<file path="src/rtl/clock_rst_pkg.sv">
// Shared types for the clock_rst stimulus generator: FSM states, default counter
// width and the configuration record latched on run.
package clock_rst_pkg;

  localparam int CNT_W_DEF = 16;

  typedef enum logic [1:0] {
    ST_IDLE,
    ST_RESET,
    ST_RUN
  } state_e;

  // Fields are CNT_W_DEF wide; instances must keep CNT_W <= CNT_W_DEF.
  typedef struct packed {
    logic [CNT_W_DEF-1:0] rst_cycles;
    logic [CNT_W_DEF-1:0] half_period;
    logic                 init_level;
  } cfg_t;

endpackage

</file>
<file path="src/rtl/clock_rst_div.sv">
// Half-period divider: counts clk cycles and toggles the generated clock every
// half_period_i cycles; load_i restarts it at init_level_i and beats a toggle.
module clock_rst_div
  import clock_rst_pkg::*;
#(
  parameter int CNT_W = CNT_W_DEF
) (
  input  logic             clk,
  input  logic             rst_n,
  input  logic             load_i,
  input  logic             init_level_i,
  input  logic             en_i,
  input  logic [CNT_W-1:0] half_period_i,
  output logic             clock_o,
  output logic             rise_o,
  output logic             fall_o
);

  logic [CNT_W-1:0] cnt_q, cnt_d;
  logic             clock_q, clock_d;
  logic             tick;

  assign tick    = en_i && (cnt_q == half_period_i - CNT_W'(1));
  assign rise_o  = tick && !load_i && !clock_q;
  assign fall_o  = tick && !load_i &&  clock_q;
  assign clock_o = clock_q;

  // NOTE: every signal gets a default at the top of always_comb so no path can infer a latch.
  always_comb begin
    cnt_d   = cnt_q;
    clock_d = clock_q;
    if (load_i) begin
      cnt_d   = '0;
      clock_d = init_level_i;
    end else if (tick) begin
      cnt_d   = '0;
      clock_d = !clock_q;
    end else if (en_i) begin
      cnt_d = cnt_q + CNT_W'(1);
    end
  end

  // NOTE: state registers use non-blocking assignments only, so every flop samples pre-edge values.
  always_ff @(posedge clk or negedge rst_n) begin
    if (!rst_n) begin
      cnt_q   <= '0;
      clock_q <= 1'b0;
    end else begin
      cnt_q   <= cnt_d;
      clock_q <= clock_d;
    end
  end

endmodule

</file>
<file path="src/rtl/clock_rst.sv">
// Programmable test clock and polarity-configurable reset generator.
// Optional cycle counter output cyc_cnt_o is enabled by defining CLOCK_RST_CYCLE_CNT_EN.
module clock_rst
  import clock_rst_pkg::*;
#(
  parameter bit ACTIVE = 1'b0,
  parameter int CNT_W  = CNT_W_DEF
) (
  input  logic             clk,
  input  logic             rst_n,
  input  logic             run_i,
  input  logic             stop_i,
  input  logic [CNT_W-1:0] rst_cycles_i,
  input  logic [CNT_W-1:0] half_period_i,
  input  logic             init_level_i,
  output logic             clock,
  output logic             rst,
  output logic             busy_o
`ifdef CLOCK_RST_CYCLE_CNT_EN
  ,
  output logic [31:0]      cyc_cnt_o
`endif
);

  state_e           state_q, state_d;
  cfg_t             cfg_q, cfg_d;
  logic [CNT_W-1:0] rise_cnt_q, rise_cnt_d;
  logic             rst_q, rst_d;
  logic             busy, div_load, div_level, div_rise, div_fall;
  logic [CNT_W-1:0] hp_eff;

  assign busy   = (state_q != ST_IDLE);
  assign hp_eff = (half_period_i == '0) ? CNT_W'(1) : half_period_i;

  // A run pulse in IDLE or a stop pulse while busy restarts the divider at the init level.
  assign div_load  = busy ? stop_i : run_i;
  assign div_level = busy ? cfg_q.init_level : init_level_i;

  clock_rst_div #(.CNT_W(CNT_W)) u_div (
    .clk          (clk),
    .rst_n        (rst_n),
    .load_i       (div_load),
    .init_level_i (div_level),
    .en_i         (busy),
    .half_period_i(CNT_W'(cfg_q.half_period)),
    .clock_o      (clock),
    .rise_o       (div_rise),
    .fall_o       (div_fall)
  );

  always_comb begin
    state_d    = state_q;
    cfg_d      = cfg_q;
    rise_cnt_d = rise_cnt_q;
    rst_d      = rst_q;
    unique case (state_q)
      ST_IDLE: begin
        rst_d = ACTIVE;
        if (run_i) begin
          cfg_d.rst_cycles  = CNT_W_DEF'(rst_cycles_i);
          cfg_d.half_period = CNT_W_DEF'(hp_eff);
          cfg_d.init_level  = init_level_i;
          rise_cnt_d        = '0;
          if (rst_cycles_i != '0) begin
            state_d = ST_RESET;
          end else begin
            state_d = ST_RUN;
            rst_d   = ~ACTIVE;
          end
        end
      end
      ST_RESET: begin
        if (stop_i) begin
          state_d = ST_IDLE;
          rst_d   = ACTIVE;
        end else begin
          if (div_rise) rise_cnt_d = rise_cnt_q + CNT_W'(1);
          // Release on the falling toggle after the last counted rise: half a period after it.
          if (div_fall && rise_cnt_q == CNT_W'(cfg_q.rst_cycles)) begin
            state_d = ST_RUN;
            rst_d   = ~ACTIVE;
          end
        end
      end
      ST_RUN: begin
        if (stop_i) begin
          state_d = ST_IDLE;
          rst_d   = ACTIVE;
        end
      end
      default: begin
        state_d = ST_IDLE;
        rst_d   = ACTIVE;
      end
    endcase
  end

  // NOTE: the latched config is small flop storage, so it is cleared by rst_n like all other state.
  always_ff @(posedge clk or negedge rst_n) begin
    if (!rst_n) begin
      state_q    <= ST_IDLE;
      cfg_q      <= '0;
      rise_cnt_q <= '0;
      rst_q      <= ACTIVE;
    end else begin
      state_q    <= state_d;
      cfg_q      <= cfg_d;
      rise_cnt_q <= rise_cnt_d;
      rst_q      <= rst_d;
    end
  end

  assign rst    = rst_q;
  assign busy_o = busy;

`ifdef CLOCK_RST_CYCLE_CNT_EN
  logic [31:0] cyc_cnt_q, cyc_cnt_d;

  always_comb begin
    cyc_cnt_d = cyc_cnt_q;
    if (state_d == ST_RUN && state_q != ST_RUN) begin
      cyc_cnt_d = '0;
    end else if (state_q == ST_RUN && div_rise) begin
      cyc_cnt_d = cyc_cnt_q + 32'd1;
    end
  end

  always_ff @(posedge clk or negedge rst_n) begin
    if (!rst_n) cyc_cnt_q <= '0;
    else        cyc_cnt_q <= cyc_cnt_d;
  end

  assign cyc_cnt_o = cyc_cnt_q;
`endif

endmodule

</file>
<file path="config.mk">
export PLATFORM = sky130hd
export DESIGN_NAME = clock_rst
export DESIGN_NICKNAME = d
export VERILOG_FILES = /design/src/rtl/clock_rst_pkg.sv /design/src/rtl/clock_rst_div.sv /design/src/rtl/clock_rst.sv
export SDC_FILE = /design/constraint.sdc
export NUM_CORES = 1
export LEC_CHECK = 0
export CAP_MARGIN = 20
export CORE_UTILIZATION = 50
export DETAILED_ROUTE_END_ITERATION = 8
export HOLD_SLACK_MARGIN = 0.02
export PLACE_DENSITY_LB_ADDON = 0.05
export SLEW_MARGIN = 20
export SYNTH_ARGS = -nofsm -noshare
export SYNTH_HDL_FRONTEND = slang
export SYNTH_SLANG_ARGS = --single-unit
</file>
<file path="constraint.sdc">
create_clock -name clk -period 4.15 [get_ports clk]
set_input_delay 0.6225 -clock clk [delete_from_list [all_inputs] [get_ports clk]]
set_output_delay 0.6225 -clock clk [all_outputs]
set_load 0.02 [all_outputs]
</file>
[After elaboration in Yosys (flattened, before gate mapping)]
Index checks and enable logic that the tools add are counted.
W data, S select, Z words.
Word-level totals
  flip-flop bits (word level): 69
  input port bits: 37
  word-level logic and storage cells: 62
Cells by class
  add/sub/neg operators: 3
  equality and inequality tests: 9
  muxes and demuxes: 24
  reduce and logical (&&, ||, !) cells: 18
Operators with widths (number)
  $mux W16: 7
  $add A16 B1 Y16 const B: 2
  $eq A16 B16 Y1: 2
  $pmux W16 S2: 1
  $logic_not A16 Y1: 1
  $reduce_bool A16 Y1: 1
  $sub A16 B1 Y16 const B: 1
  $mux W2: 5
  $mux W1: 9
  $ne A2 B2 Y1 const B: 4
  $pmux W2 S3: 1
  $reduce_bool A2 Y1: 3
  $logic_and A1 B1 Y1: 5
  $reduce_and A2 Y1: 2
  $reduce_and A4 Y1: 1
  $ne A3 B3 Y1 const B: 1
  $pmux W1 S3: 1
  $reduce_and A3 Y1: 1
  $reduce_bool A3 Y1: 1
  $eq A2 B1 Y1 const B: 1
  $eq A2 B2 Y1 const B: 1
  $logic_not A1 Y1: 2
  $logic_not A2 Y1: 1

[Logic depth before layout (Yosys ltp)]
Gate-level depths: netlist of the first run.
  depth in word-level cells: 9
  depth in mapped cells: 11
  gate-level depth less buffers: 9

[Cells and area by module]
A second synthesis of the first run with hierarchy kept.
Second synthesis, totals
  cell total of the unflattened synthesis: 462
  area, all modules: 4031.4 sq um
Modules (own cells, without submodules)
  clock_rst: times used 1, cells each 295, area an instance 2643.8 sq um, seq. area each 1301.2 sq um
  clock_rst_div: times used 1, cells each 167, area an instance 1387.6 sq um, seq. area each 425.4 sq um

[Least setup slack after synthesis of the first run]
Ideal clock, no wire load.
  path type: register to register
  start point: register cfg_q[1] (netlist name)
  end point: register rise_cnt_q[13]
  arrival: 3.032 ns
  required time: 4.072 ns
  path slack: 1.040 ns
  cell stages (with the launch flop): 11
  path buffers: 1
  period minus slack after synthesis: 3.110 ns
  path through: dfrtp_1 -> inv_1 -> ha_1 -> or4b_4 -> or3_1 -> a2111oi_2 -> and2b_1 -> nand4_4 -> buf_6 -> or4_1 -> a21oi_1
Between the ends
  cells in the longest elaborated chain, start to end: 7
RTL lines
  start: declaration: line clock_rst.sv:26  | cfg_t cfg_q, cfg_d;
  start signal: assignment: line clock_rst.sv:107  | cfg_q <= cfg_d;
  $sub A16 B1 Y16: line clock_rst_div.sv:23  | assign tick = en_i && (cnt_q == half_period_i - CNT_W'(1));
  $eq A16 B16 Y1: line clock_rst_div.sv:23
  $logic_and A1 B1 Y1: line clock_rst_div.sv:23
  $logic_and A1 B1 Y1 (2 in series): line clock_rst_div.sv:24  | assign rise_o = tick && !load_i && !clock_q;
  $ne A2 B2 Y1 (no line)
  $reduce_and A4 Y1 (no line)
  end signal: assignment: line clock_rst.sv:108  | rise_cnt_q <= rise_cnt_d;
  end: declaration: line clock_rst.sv:27  | logic [CNT_W-1:0] rise_cnt_q, rise_cnt_d;
Every way passes these cells.
A chain may end at the register's enable or synchronous reset.

[Final worst setup path of the first run]
  start point: register cfg_q[1] (netlist name)
  end point: register rise_cnt_q[14]
The elaborated chain is that of the path after synthesis.

==> out/qor.txt, run 1 <==
Post-synth EDFFs -> 0
Highest clock rate -> 284.6 MHz
CP Capture Type -> flip-flop
# IOs -> 40
Mux contribution to synthesized area -> 0.007491
DP HPWL -> 6954 um
Largest cells by area after synthesis -> dfrtp_1 (43%), nand2_1 (10%), xor2_1 (7.0%)
Worst slew pin tran -> 909.2 ps
Clock skew -> 10.05 ps
Ys async rst share -> 1.000
Synth Area in Adders -> 0.009363
Share of cells above drive strength 1 -> 0.05378
Hold Fails Final Rpt -> 0
Yosys top cell by area -> dfrtp_1
Crit path cell chain -> inv_1 -> ha_1 -> or4b_4 -> or3_1 -> a2111oi_2 -> and2b_1 -> nand4_4 -> or4_1 -> a21oi_1
Row count -> 32
Synth Net Count -> 506
Synth warn -> 0
Switching Fraction -> 0.4154
Die area -> 0.008380 mm2
Clock Latency Late Sink -> 340 ps
Critical path arrival -> 3780 ps
Global-route wire length before repair -> 16010 um
Worst path max stage delay -> 620 ps
Routed len/inst -> 15.84 um
CP Buf/Inv Count -> 1
Starting Density -> 0.5188
Largest family of logic cells by synthesized area -> simple AND/OR/NAND/NOR gates
Design area -> 0.004648 mm2
Clk pwr share -> 0.212
Synthesized cell area -> 0.004009 mm2
Critical Path Source -> cfg_q[1]$_DFFE_PN0P_
Top delay family on crit path -> simple AND/OR/NAND/NOR gates
Post-CTS Setup Inserts -> 0
Synthesized instance count -> 466
Max stage delay cell, worst path -> or4_1
Total inserted antenna cells -> 0
Sequential Power Share -> 0.415
Reg clk slew, reported paths -> 80 ps
Final wirelength -> 9568 um
Vias post-DR -> 3464
Hold/Removal Path Class -> in -> async
NetSw -> 0.001093 W
Comb pwr share -> 0.373
Synth Area in Compound Gates -> 0.09301
FF+latch count, synth -> 69
Synthesized area per cell -> 8.603 um2
RSZ-0062 raised after global routing -> false
DP Area -> 0.004448 mm2
Detail-routed via count per cell -> 5.735
Seq/Total Area, Yosys -> 0.4307
Power Density -> 566.3 mW/mm2
Post-route setup TNS -> 0 ps
Worst setup SP type -> flip-flop
Sink Count -> 69
Max IR drop VDD -> 0.0004495 V
Area grow syn2layout -> 15.95%
Chip width -> 91.54 um
Tmin final -> 3513 ps
Critical setup path kind -> reg -> reg
Final period utilization -> 0.8466
Ys flop type -> dfrtp_1
H-tree depth -> 3
Xor/xnor cell area share of the yosys netlist -> 0.1136
Required @ worst endpoint -> 4410 ps
Chip Height -> 91.54 um
Setup slack at placement -> 658.5 ps
Status -> finished, final reports clean
CTS max path bufs -> 2
Final Max Tran Viols -> 0
Maxcap violations -> 0
DRT iter0 DRCs -> 215
Int Power -> 0.001539 W
Routability congestion estimate from global placement -> 0.8810
Synth top area share -> 0.4307
Simple-gate share of the synthesized area -> 0.3124
Setup violators final -> 0
# DRC -> 0
# hold bufs at CTS -> 0
I/O Buffers -> 39
Number of global-route vias before repair -> 3301
All-Layer GR Usage -> 0.2436
CTS tree -> built
Gr ovfl total -> 0
Pre-Repair DR Iteration Count -> 6
Setup slack after layout -> 636.7 ps
Antenna Nets Post-Route -> 0
Lkg Pwr -> 2.010 nW
Total core area -> 0.007727 mm2
Slew HR -> 0.3923
Inserted Clock Buffers -> 9
Pin count of the biggest net entering global routing -> 49
Number of antenna violations at the first check in global routing -> 0
Root buffer cell -> clkbuf_8
Crit-path max FO -> 28
Final nets -> 537
Unique masters post-synth -> 49
FF-to-FF Start -> cfg_q[1]$_DFFE_PN0P_
CTS resizes -> 0
## cells by family after synthesis
| kind of cell | Yosys count |
|---|---|
| buf+inv | 31 |
| fa+ha+maj | 3 |
| xor+xnor | 52 |
| mux | 3 |
| flops | 69 |
| compound gates | 58 |
| simple gates | 250 |
## placed cells by master (no fill, tap or decap), types with 2 or more instances in the layout
| master | n |
|---|---|
| clkdlybuf4s50_1 | 38 |
| inv_1 | 8 |
| nand4_1 | 13 |
| nand2_1 | 112 |
| or3_1 | 4 |
| nor2_1 | 26 |
| o31ai_1 | 11 |
| and4_1 | 3 |
| clkinv_2 | 2 |
| nand3_1 | 23 |
| nor3_1 | 12 |
| ha_1 | 3 |
| xnor2_1 | 20 |
| or4_1 | 14 |
| nor4_1 | 15 |
| clkbuf_8 | 10 |
| dfrtp_1 | 69 |
| and3_1 | 4 |
| mux2i_1 | 3 |
| nand3b_1 | 3 |
| a21oi_1 | 23 |
| xor2_1 | 32 |
| and2_1 | 3 |
| o21ai_0 | 9 |
| buf_4 | 4 |
| clkinvlp_4 | 3 |
| nand2b_1 | 9 |
| a31oi_1 | 2 |
## layer usage
layer,routed length (um),part of all wire,GRT usage,vias to the layer above
li1,-,-,-,1702
met1,4857,0.51,0.3637,1663
met2,4184,0.44,0.3509,85
met3,369,0.039,0.03434,14
met4,155,0.016,0.1032,0
met5,0,0,0,-
## power groups by stage
stage	Combinational, W	Clock [W]	Sequential (W)
floorplan	0.000784	0	0.00100
global placement	0.000959	0	0.00110
detailed placement	0.000977	0	0.00110
CTS	0.000984	0.000567	0.00109
global route	0.00110	0.000591	0.00113
finish	0.000983	0.000558	0.00109
## worst register-to-register path, cell delays in order, from the launching register on
cell,delay [ps]
dfrtp_1,440
inv_1,110
ha_1,240
or4b_4,520
or3_1,380
a2111oi_2,410
and2b_1,210
nand4_4,330
or4_1,620
a21oi_1,180
## worst paths after layout
check	end	slack, ps	cells past startpoint
max	rise_cnt_q[14]$_DFFE_PN0P_	640	9
min	cfg_q[14]$_DFFE_PN0P_	360	1
max reg2reg	rise_cnt_q[14]$_DFFE_PN0P_	640	9
min reg2reg	cfg_q[0]$_DFFE_PN0P_	470	2
max in group asynchronous	rise_cnt_q[2]$_DFFE_PN0P_	2840	2
min in group clk	cfg_q[0]$_DFFE_PN0P_	470	2
## metrics by stage
stage               total power [W]  utilization  hold WS, ps  std cells
global route               0.002815       0.6015        423.8        604
finish                     0.002632       0.6015        357.0        604
global placement           0.002055       0.5756        450.5        588
detailed placement         0.002080       0.5756        455.3        588
CTS                        0.002643       0.6015        380.3        604
floorplan                  0.001785            -        326.9        466
## cell usage after synthesis (2+ instances only)
cell type,n
nand3b_1,3
nor4_1,15
and2_1,3
a31oi_1,2
nor2_1,26
o31ai_1,11
mux2i_1,3
nor3_1,12
and4_1,3
nand4_1,13
nand3_1,23
o21ai_0,9
or3_1,4
or4_1,14
nand2_1,112
nand2b_1,9
xnor2_1,20
ha_1,3
dfrtp_1,69
a21oi_1,23
buf_6,2
inv_1,8
and3_1,4
xor2_1,32
buf_2,2
clkbuf_1,18
## flip-flops by register name, summed over array words and instances (netlist names)
register	count
u_div.clock_o	1
state_q	2
rise_cnt_q	16
cfg_q	33
u_div.cnt_q	16
rst	1
## cell type report
type / count / area (um2)
multi-input cells: 366 / 2148
clock buffers: 10 / 137.6
fillers: 682 / 3079
repair buffers: 43 / 415.4
well taps: 102 / 127.6
clock inverters: 6 / 62.56
inverters: 8 / 30.03
flip-flops and latches: 69 / 1727
Note: power is estimated with default switching activity, not from simulation.
==> run 2, diff against run 1 <==
==> constraint.sdc (replaced) <==
create_clock -name clk -period 3.5 [get_ports clk]
set_input_delay 0.525 -clock clk [delete_from_list [all_inputs] [get_ports clk]]
set_output_delay 0.525 -clock clk [all_outputs]
set_load 0.02 [all_outputs]
==> run 2 against run 1 <==
Net effect: final area up 0.94%; non-clock buffer count up 1; first-iteration DRC count down 11%; final cell count up 0.50%; largest cell class unchanged; power up 19%; sequential share of layout area down 0.35 points; critical path type unchanged; routed wire length up 2.4%; combinational power up 26%.
==> out/qor.txt, run 2 (synthesis results as in run 1) <==
Status -> finished, final reports clean
Maxcap violations -> 0 (unchanged)
Critical setup path kind -> reg -> reg
Hold Fails Final Rpt -> 0 (unchanged)
Critical Path Source -> cfg_q[1]$_DFFE_PN0P_
# hold bufs at CTS -> 0 (unchanged)
Vias post-DR -> 3500 (+1.0%)
CP Buf/Inv Count -> 1 (unchanged)
CP Capture Type -> flip-flop
Design area -> 0.004692 mm2 (+0.94%)
DP Area -> 0.004456 mm2 (+0.17%)
FF-to-FF Start -> cfg_q[1]$_DFFE_PN0P_
Largest registers -> cfg_q: 33 flops, rise_cnt_q: 16 flops, u_div.cnt_q: 16 flops
Die area -> 0.008380 mm2 (unchanged)
Final nets -> 540 (+0.56%)
Commonest non-fill, non-tap cell in the layout -> nand2_1
Switching Fraction -> 0.4336 (+0.01821)
Antenna Nets Post-Route -> 0 (unchanged)
Share of cells above drive strength 1 -> 0.06337 (+0.009581)
Int Power -> 0.001777 W (+15%)
Gr ovfl total -> 0 (unchanged)
Routed len/inst -> 16.14 um (+1.9%)
CTS max path bufs -> 2 (unchanged)
Final wirelength -> 9794 um (+2.4%)
Pin count of the biggest net entering global routing -> 70 (+43%)
Lkg Pwr -> 2.022 nW (+0.59%)
Total core area -> 0.007727 mm2 (unchanged)
# IOs -> 40 (unchanged)
Top delay family on crit path -> simple AND/OR/NAND/NOR gates
Pre-Repair DR Iteration Count -> 4 (-2)
Slew HR -> 0.4106 (+0.01830)
Clk pwr share -> 0.188 (-0.024)
Largest Register -> cfg_q
FILL cells -> 699 (+2.5%)
Worst path max stage delay -> 560 ps (-60 ps)
Clock skew -> 13.43 ps (+3.380 ps)
Clock Latency Late Sink -> 340 ps (about the same)
Sink Count -> 69 (unchanged)
Commonest cells after routing, fill and taps aside -> nand2_1 (112), dfrtp_1 (69), clkdlybuf4s50_1 (38)
Detail-routed via count per cell -> 5.766 (+0.54%)
Reg2reg setup slack -> 140 ps (-490 ps)
Area grow syn2layout -> 17.04%
Worst slew pin tran -> 884.1 ps (-25.06 ps)
Comb pwr share -> 0.394 (+0.021)
H-tree depth -> 3 (unchanged)
Tmin final -> 3356 ps (-157.6 ps)
Hold/Removal Path Class -> in -> async
I/O Buffers -> 39 (unchanged)
CTS resizes -> 0 (unchanged)
DRT iter0 DRCs -> 191 (-11%)
Chip width -> 91.54 um (unchanged)
Max stage delay cell, worst path -> or4_1
Max IR drop VDD -> 0.0004090 V (-9.0%)
NetSw -> 0.001360 W (+24%)
Root buffer cell -> clkbuf_8
Number of antenna violations at the first check in global routing -> 0 (unchanged)
Final Max Tran Viols -> 0 (unchanged)
Reg2Reg Capture Point -> rise_cnt_q[12]$_DFFE_PN0P_
Post-CTS Setup Inserts -> 0 (unchanged)
Routability congestion estimate from global placement -> 0.9043 (+2.6%)
Total power -> 0.003137 W (+19%)
Power Density -> 668.6 mW/mm2 (+18%)
Row count -> 32 (unchanged)
# DRC -> 0 (unchanged)
Final period utilization -> 0.9588 (+0.1122)
Worst Reg-to-Reg Cells -> 9 (unchanged)
Setup violators final -> 0 (unchanged)
Starting Density -> 0.5188 (unchanged)
Chip Height -> 91.54 um (unchanged)
DP HPWL -> 6665 um (-4.2%)
Highest clock rate -> 298.0 MHz (+4.7%)
Total inserted antenna cells -> 0 (unchanged)
Worst setup SP type -> flip-flop
All-Layer GR Usage -> 0.2461 (+0.002567)
Setup slack after layout -> 144.2 ps (-492.4 ps)
Global-route wire length before repair -> 16220 um (+1.3%)
Number of global-route vias before repair -> 3334 (+1.0%)
Reg clk slew, reported paths -> 80 ps (about the same)
Critical path arrival -> 3620 ps (-160 ps)
Sequential Power Share -> 0.418 (+0.003)
CTS tree -> built
Inserted Clock Buffers -> 9 (unchanged)
Required @ worst endpoint -> 3760 ps (-650 ps)
Crit-path max FO -> 7 (-75%)
Setup slack at placement -> 85.85 ps (-572.6 ps)
Max FFs per register -> 33 (unchanged)
Crit path cell chain -> inv_1 -> ha_2 -> or4b_4 -> or3_1 -> a2111oi_2 -> and2b_2 -> nand4_4 -> or4_1 -> a21oi_1
-- run 2: cell count changes in the layout (fill, tap and decap cells not counted), sizes merged --
cell | before | now
clkbuf | 10 | 11
nand4 | 14 | 16
bufinv | 1 | 0
buf | 5 | 6
clkinvlp | 3 | 1
inv | 8 | 9
clkinv | 2 | 3
-- run 2: final cells by class --
class / count / area, um2 / area share
well taps: 102 / 127.6 / 0.02720
multi-input cells: 368 / 2208 / 0.4707
inverters: 8 / 30.03 / 0.006400
clock buffers: 11 / 141.4 / 0.03013
flip-flops and latches: 69 / 1727 / 0.3680
clock inverters: 5 / 35.03 / 0.007467
repair buffers: 44 / 422.9 / 0.09013
-- run 2: power groups by stage --
| stage | logic, W | clock network [W] | registers [W] |
|---|---|---|---|
| floorplan | 0.000930 | 0 | 0.00119 |
| finish | 0.00124 | 0.000589 | 0.00131 |
| global route | 0.00139 | 0.000637 | 0.00135 |
| CTS | 0.00117 | 0.000603 | 0.00130 |
| detailed placement | 0.00116 | 0 | 0.00131 |
| global placement | 0.00115 | 0 | 0.00131 |
-- run 2: stage by stage --
stage                       util  hold WS, ps  TNS [ps]  cells
after floorplan                -        229.4         0    466
after global placement    0.5766        455.7         0    589
after detailed placement  0.5766        455.3         0    589
after CTS                 0.5994        416.8         0    605
after global routing      0.6072        473.8    -80.06    607
final                     0.6072        377.3         0    607
-- run 2: worst max path at each step --
stage	slack [ps]	end	cells past startpoint
floorplan	390	rise_cnt_q[13]$_DFFE_PN0P_	10
global route	-30	rise_cnt_q[12]$_DFFE_PN0P_	9
detailed placement	90	rise_cnt_q[9]$_DFFE_PN0P_	9
CTS	50	rise_cnt_q[12]$_DFFE_PN0P_	9
finish	140	rise_cnt_q[12]$_DFFE_PN0P_	9
global placement	210	u_div.cnt_q[0]$_DFFE_PN0P_	10
-- run 2: metal layers --
metal / wire length [um] / share of wire / track usage / up-vias
li1: - / - / - / 1708
met1: 4941 / 0.50 / 0.3669 / 1699
met2: 4282 / 0.44 / 0.3665 / 84
met3: 467 / 0.048 / 0.03350 / 9
met4: 102 / 0.010 / 0.08201 / 0
met5: 0 / 0 / 0 / -
